==> config.mk <==
export PLATFORM = sky130hd
export DESIGN_NAME = act_stream_packer
export DESIGN_NICKNAME = d
export VERILOG_FILES = /design/src/rtl/act_stream_packer.sv
export SDC_FILE = /design/constraint.sdc
export NUM_CORES = 1
export LEC_CHECK = 0
export CORE_MARGIN = 3
export CORE_UTILIZATION = 45
export DETAILED_ROUTE_END_ITERATION = 10
export GPL_TIMING_DRIVEN = 1
export HOLD_SLACK_MARGIN = 0.08
export PLACE_DENSITY = 0.67
export SLEW_MARGIN = 20
export SYNTH_ARGS = -nofsm -noshare
export SYNTH_HDL_FRONTEND = slang
export SYNTH_SLANG_ARGS = --single-unit
==> constraint.sdc <==
create_clock -name clk -period 6.5 [get_ports clk]
set_input_delay 1.3 -clock clk [delete_from_list [all_inputs] [get_ports clk]]
set_output_delay 1.3 -clock clk [all_outputs]
set_load 0.01 [all_outputs]
==> src/rtl/act_stream_packer.sv <==
// act_stream_packer: assembles CIN serial channel samples into one AXI-Stream pixel word,
// tagging row ends (tlast) and frame start (tuser) over an IMG_WIDTH x IMG_HEIGHT frame.
module act_stream_packer #(
   parameter int DATA_W     = 8,
   parameter int CIN        = 32,
   parameter int IMG_WIDTH  = 224,
   parameter int IMG_HEIGHT = 224
) (
   input  logic                    clk,
   input  logic                    reset,
   input  logic                    start,
   input  logic [DATA_W-1:0]       s_ch_data,
   input  logic                    s_ch_valid,
   output logic                    s_ch_ready,
   output logic [CIN*DATA_W-1:0]   m_axis_tdata,
   output logic                    m_axis_tvalid,
   input  logic                    m_axis_tready,
   output logic                    m_axis_tlast,
   output logic                    m_axis_tuser,
   output logic                    busy,
   output logic                    o_intr
);

   localparam int WORD_W = CIN * DATA_W;
   localparam int CH_W   = (CIN > 1) ? $clog2(CIN) : 1;
   localparam int COL_W  = (IMG_WIDTH > 1) ? $clog2(IMG_WIDTH) : 1;
   localparam int ROW_W  = (IMG_HEIGHT > 1) ? $clog2(IMG_HEIGHT) : 1;
   localparam logic [CH_W-1:0]  CH_LAST  = CH_W'(CIN - 1);
   localparam logic [COL_W-1:0] COL_LAST = COL_W'(IMG_WIDTH - 1);
   localparam logic [ROW_W-1:0] ROW_LAST = ROW_W'(IMG_HEIGHT - 1);

   typedef enum logic [1:0] {
      ST_IDLE  = 2'd0,
      ST_RUN   = 2'd1,
      ST_DRAIN = 2'd2
   } state_t;

   state_t              state_q,     state_d;
   logic [CH_W-1:0]     ch_cnt_q,    ch_cnt_d;
   logic [WORD_W-1:0]   pack_q,      pack_d;
   logic                pack_full_q, pack_full_d;
   logic [WORD_W-1:0]   out_data_q,  out_data_d;
   logic                out_valid_q, out_valid_d;
   logic                out_last_q,  out_last_d;
   logic                out_user_q,  out_user_d;
   logic [COL_W-1:0]    col_q,       col_d;
   logic [ROW_W-1:0]    row_q,       row_d;
   logic                busy_q,      busy_d;
   logic                intr_q,      intr_d;

   logic                slot_free;
   logic                pix_last;
   logic                ready_s;
   logic                accept;
   logic                word_done;
   logic                load_out;
   logic [WORD_W-1:0]   merged;

   // Handshake qualifiers and the pack word with the incoming sample merged in
   always_comb begin
      slot_free = !out_valid_q || m_axis_tready;
      // col/row always index the next word to load, i.e. the one being packed or held
      pix_last  = (col_q == COL_LAST) && (row_q == ROW_LAST);
      if (state_q == ST_RUN) begin
         if (pack_full_q) begin
            ready_s = slot_free && !pix_last;
         end else begin
            ready_s = 1'b1;
         end
      end else begin
         ready_s = 1'b0;
      end
      accept    = ready_s && s_ch_valid;
      word_done = accept && (ch_cnt_q == CH_LAST);
      load_out  = slot_free && (pack_full_q || word_done);
      merged    = pack_q;
      for (int k = 0; k < CIN; k++) begin
         if (ch_cnt_q == CH_W'(k)) begin
            merged[k*DATA_W +: DATA_W] = s_ch_data;
         end else begin
            merged[k*DATA_W +: DATA_W] = pack_q[k*DATA_W +: DATA_W];
         end
      end
   end

   // Next-state logic for the frame FSM, pack path and output register
   always_comb begin
      state_d     = state_q;
      ch_cnt_d    = ch_cnt_q;
      pack_d      = pack_q;
      pack_full_d = pack_full_q;
      out_data_d  = out_data_q;
      out_valid_d = out_valid_q;
      out_last_d  = out_last_q;
      out_user_d  = out_user_q;
      col_d       = col_q;
      row_d       = row_q;
      busy_d      = busy_q;
      intr_d      = 1'b0;
      case (state_q)
         ST_IDLE: begin
            if (start) begin
               state_d = ST_RUN;
               busy_d  = 1'b1;
            end else begin
               state_d = ST_IDLE;
            end
         end
         ST_RUN: begin
            if (accept) begin
               pack_d = merged;
               if (word_done) begin
                  ch_cnt_d = '0;
               end else begin
                  ch_cnt_d = ch_cnt_q + 1'b1;
               end
            end else begin
               pack_d = pack_q;
            end
            // A held word leaving while a new one completes keeps the pack register full
            if (pack_full_q) begin
               pack_full_d = !slot_free || word_done;
            end else begin
               pack_full_d = word_done && !slot_free;
            end
            if (load_out) begin
               if (pack_full_q) begin
                  out_data_d = pack_q;
               end else begin
                  out_data_d = merged;
               end
               out_valid_d = 1'b1;
               out_last_d  = (col_q == COL_LAST);
               out_user_d  = (col_q == '0) && (row_q == '0);
               if (col_q == COL_LAST) begin
                  col_d = '0;
                  if (row_q == ROW_LAST) begin
                     row_d = '0;
                  end else begin
                     row_d = row_q + 1'b1;
                  end
               end else begin
                  col_d = col_q + 1'b1;
               end
               if (pix_last) begin
                  state_d = ST_DRAIN;
               end else begin
                  state_d = ST_RUN;
               end
            end else if (out_valid_q && m_axis_tready) begin
               out_valid_d = 1'b0;
               out_last_d  = 1'b0;
               out_user_d  = 1'b0;
            end else begin
               out_valid_d = out_valid_q;
            end
         end
         ST_DRAIN: begin
            if (out_valid_q && m_axis_tready) begin
               out_valid_d = 1'b0;
               out_last_d  = 1'b0;
               out_user_d  = 1'b0;
               state_d     = ST_IDLE;
               busy_d      = 1'b0;
               intr_d      = 1'b1;
            end else begin
               state_d = ST_DRAIN;
            end
         end
         default: begin
            state_d     = ST_IDLE;
            busy_d      = 1'b0;
            out_valid_d = 1'b0;
            pack_full_d = 1'b0;
         end
      endcase
   end

   // State and output registers with synchronous active-low reset
   always_ff @(posedge clk) begin
      if (!reset) begin
         state_q     <= ST_IDLE;
         ch_cnt_q    <= '0;
         pack_q      <= '0;
         pack_full_q <= 1'b0;
         out_data_q  <= '0;
         out_valid_q <= 1'b0;
         out_last_q  <= 1'b0;
         out_user_q  <= 1'b0;
         col_q       <= '0;
         row_q       <= '0;
         busy_q      <= 1'b0;
         intr_q      <= 1'b0;
      end else begin
         state_q     <= state_d;
         ch_cnt_q    <= ch_cnt_d;
         pack_q      <= pack_d;
         pack_full_q <= pack_full_d;
         out_data_q  <= out_data_d;
         out_valid_q <= out_valid_d;
         out_last_q  <= out_last_d;
         out_user_q  <= out_user_d;
         col_q       <= col_d;
         row_q       <= row_d;
         busy_q      <= busy_d;
         intr_q      <= intr_d;
      end
   end

   assign s_ch_ready    = ready_s;
   assign m_axis_tdata  = out_data_q;
   assign m_axis_tvalid = out_valid_q;
   assign m_axis_tlast  = out_last_q;
   assign m_axis_tuser  = out_user_q;
   assign busy          = busy_q;
   assign o_intr        = intr_q;

endmodule

==> flow_metrics.tcl <==
set metrics [dict create \
    die_h_um 233 \
    avgRoutedWirePerCell_um 21.2 \
    postSynthCellCount 2547 \
    clock-sinks 541 \
    syn-num-nets 2574 \
    crit_path_frequent_cell "clkdlybuf4s50_1" \
    rsz0062_at_grt "no" \
    coreArea_mm2 0.0505 \
    max-clock-path-buffers 3 \
    arrival_ns 3.80 \
    rows 82 \
    grt_max_degree 182 \
    io_pins 275 \
    root_buffer "clkbuf_16" \
    critPathSlowestCell "clkdlybuf4s50_1" \
    powerDensity_mw_per_mm2 256 \
    die-area_mm2 0.0541 \
    portBuffers 274 \
    drv_slew 0 \
    n_antenna_cell 0 \
    tns_ns 0 \
    finalSetupViolations 0 \
    ys_warn_count 0 \
    grt_overflow 0 \
    grt_pass1_wl_um 109000 \
    grt_pass1_vias 19000 \
    hold_viol_final 0 \
    cp_max_fo 14 \
    synth_ff_type "dfxtp_1" \
    max_cap_viol_count 0 \
    nNetsFinal 2689 \
    first_iter_violations 1637 \
    syn_avg_cell_area_um2 9.08 \
    area_delta_synth_final_pct 20.4 \
    cts_setup_buffers 0 \
    drt-pass1-iter-count 5 \
    post_cts_resized 0 \
    place_ws_ns 1.48 \
    hold_slack_ns 0.456 \
    fin_worst_skew_ns 0.0139 \
    end_kind "primary output" \
    fill_cells 4491 \
    drt_wl_total_um 71500 \
    start_util_pct 45.8 \
    ys_ff_latch 541 \
    cts.clk_slew.worst_paths_ns 0.06 \
    antenna_found_initial 0 \
    worst-slew-pin-transition_ns 1.15 \
    viasPerCell 5.84 \
    cp_cell_sequence "clkdlybuf4s50_1, nand2b_1, o41ai_1, a21boi_0, clkdlybuf4s50_1" \
    reg2reg_slack_ns 2.78 \
    leakage_nw 9.32 \
    ant_nets 0 \
    relSlewSlack_pct 22.8 \
    dp_hpwl_um 41800 \
    netlist_area_mm2 0.0231 \
    numCtsBuffers 56 \
    setup_slack_ns 1.40 \
    gp_congestion 0.842 \
    ys_seq_area_share_pct 46.8 \
    postCtsHoldBufs 0 \
    utilization_pct 55.2 \
    clk_latency_ns 0.61 \
    slowest_delay_ns 0.63 \
    drc_errors 0 \
    max_freq_mhz 196 \
    htree_num_levels 2 \
    min_path_type "flip-flop to flip-flop" \
    async_reset_ff_share_pct 0 \
    grt_usage_pct 25.5 \
    layoutNonFillerInstCount 3375 \
    dp_cells 3275 \
    layout_min_cycle_time_ns 5.10 \
    worstSetupStartpointType "input port" \
    synth_enable_flop_cells 0 \
    critPathKind "input port to primary output" \
    outcome "finished, final reports clean" \
    vdd_drop_max_mv 0.174 \
    vias 19700 \
    die_w_um 233 \
    layout-drive-gt1-share_pct 7.03 \
    cts_tree "yes" \
    post-route-period-util_pct 78.4 \
    ys_types 69 \
    worstPathRequired_ns 5.20 \
]
==> registers in the layout, indices dropped and copies added, names as in the netlist, 2 cells and up <==
register      count
col_q             8
row_q             8
ch_cnt_q          5
m_axis_tdata    256
pack_q          256
state_q           2
==> power by group <==
part	internal (mW)	leakage, nW	switching (mW)
combinational	0.140	4.05	0.439
clock	1.86	0.906	1.31
sequential	3.35	4.36	0.0229
total	5.35	9.32	1.77
==> synth_stat cells, types with 6 or more instances <==
| cell | instances | area share [%] |
|---|---|---|
| dfxtp_1 | 541 | 47 |
| nand2_1 | 462 | 7.5 |
| mux2i_1 | 356 | 15 |
| nor2_1 | 292 | 4.7 |
| clkbuf_1 | 226 | 3.7 |
| a311oi_1 | 160 | 6.1 |
| a211oi_1 | 97 | 3.1 |
| o21ai_0 | 97 | 2.1 |
| nand3_1 | 83 | 1.8 |
| nor3_1 | 21 | 0.45 |
| a21oi_1 | 18 | 0.39 |
| ha_1 | 14 | 0.76 |
| inv_1 | 13 | 0.21 |
| buf_2 | 11 | 0.24 |
| nand4_1 | 10 | 0.27 |
| nor2b_1 | 10 | 0.27 |
| or3_1 | 9 | 0.24 |
| nand2b_1 | 8 | 0.22 |
| or4_1 | 8 | 0.26 |
| a31oi_4 | 6 | 0.55 |
| nor4b_1 | 6 | 0.23 |
| o31ai_1 | 6 | 0.19 |
==> routing by layer <==
layer	global-route usage [%]	wire length, um
met1	34.7	31400
met2	41.8	33400
met3	3.55	4860
met4	7.97	1790
met5	0	0
==> final cells by class <==
class	count	area [um^2]	area share [%]
repair buffers	303	2980	10.7
well taps	672	841	3.02
multi-input cells	1746	11300	40.6
flip-flops and latches	541	10800	38.9
clock buffers	86	1700	6.09
inverters	14	60.1	0.216
clock inverters	13	126	0.454
==> metrics by stage <==
step,instance area (um^2),power [mW]
after global placement,26000,4.00
after floorplan,23100,3.82
after detailed placement,26000,4.01
after CTS,27800,7.16
after global routing,27900,7.35
final,27900,7.12
==> cell usage in the layout (no fill, tap or decap), drive strengths merged, types with 10 or more instances in the layout <==
cell             n
a211oi          98
a21oi           23
a311oi         160
a31oi           11
buf             38
clkbuf          86
clkdlybuf4s50  265
dfxtp          541
ha              14
inv             16
mux2i          356
nand2          462
nand3           84
nand4           11
nor2           296
nor2b           10
nor3            22
o21ai          100
==> path summary, 6_finish.rpt <==
path | depth (start not counted) | to | startpoint
max reg2reg | 7 | m_axis_tdata[237]$_SDFFE_PN0P_ | ch_cnt_q[2]$_SDFFE_PN0P_
min | 2 | pack_q[245]$_SDFFE_PN0P_ | pack_q[245]$_SDFFE_PN0P_
max | 5 | s_ch_ready | m_axis_tready
min reg2reg | 2 | pack_q[245]$_SDFFE_PN0P_ | pack_q[245]$_SDFFE_PN0P_
==> worst max-delay path, delay by kind of cell <==
kind | cells | cell delay [ns]
AOI/OAI and AO/OA | 2 | 0.79
and+or+nand+nor | 1 | 0.53
buffers and inverters | 2 | 1.18
==> kinds of logic after synthesis <==
logic type | after synthesis | synth area share, %
AOI/OAI and AO/OA | 430 | 15.2
xor gates and xnor gates | 2 | 0.0758
adders and majority gates | 14 | 0.758
buffers and inverters | 260 | 4.43
DFF | 541 | 46.8
muxes | 358 | 15.5
and+or+nand+nor | 942 | 17.2
(Power assumes the default switching activity.)
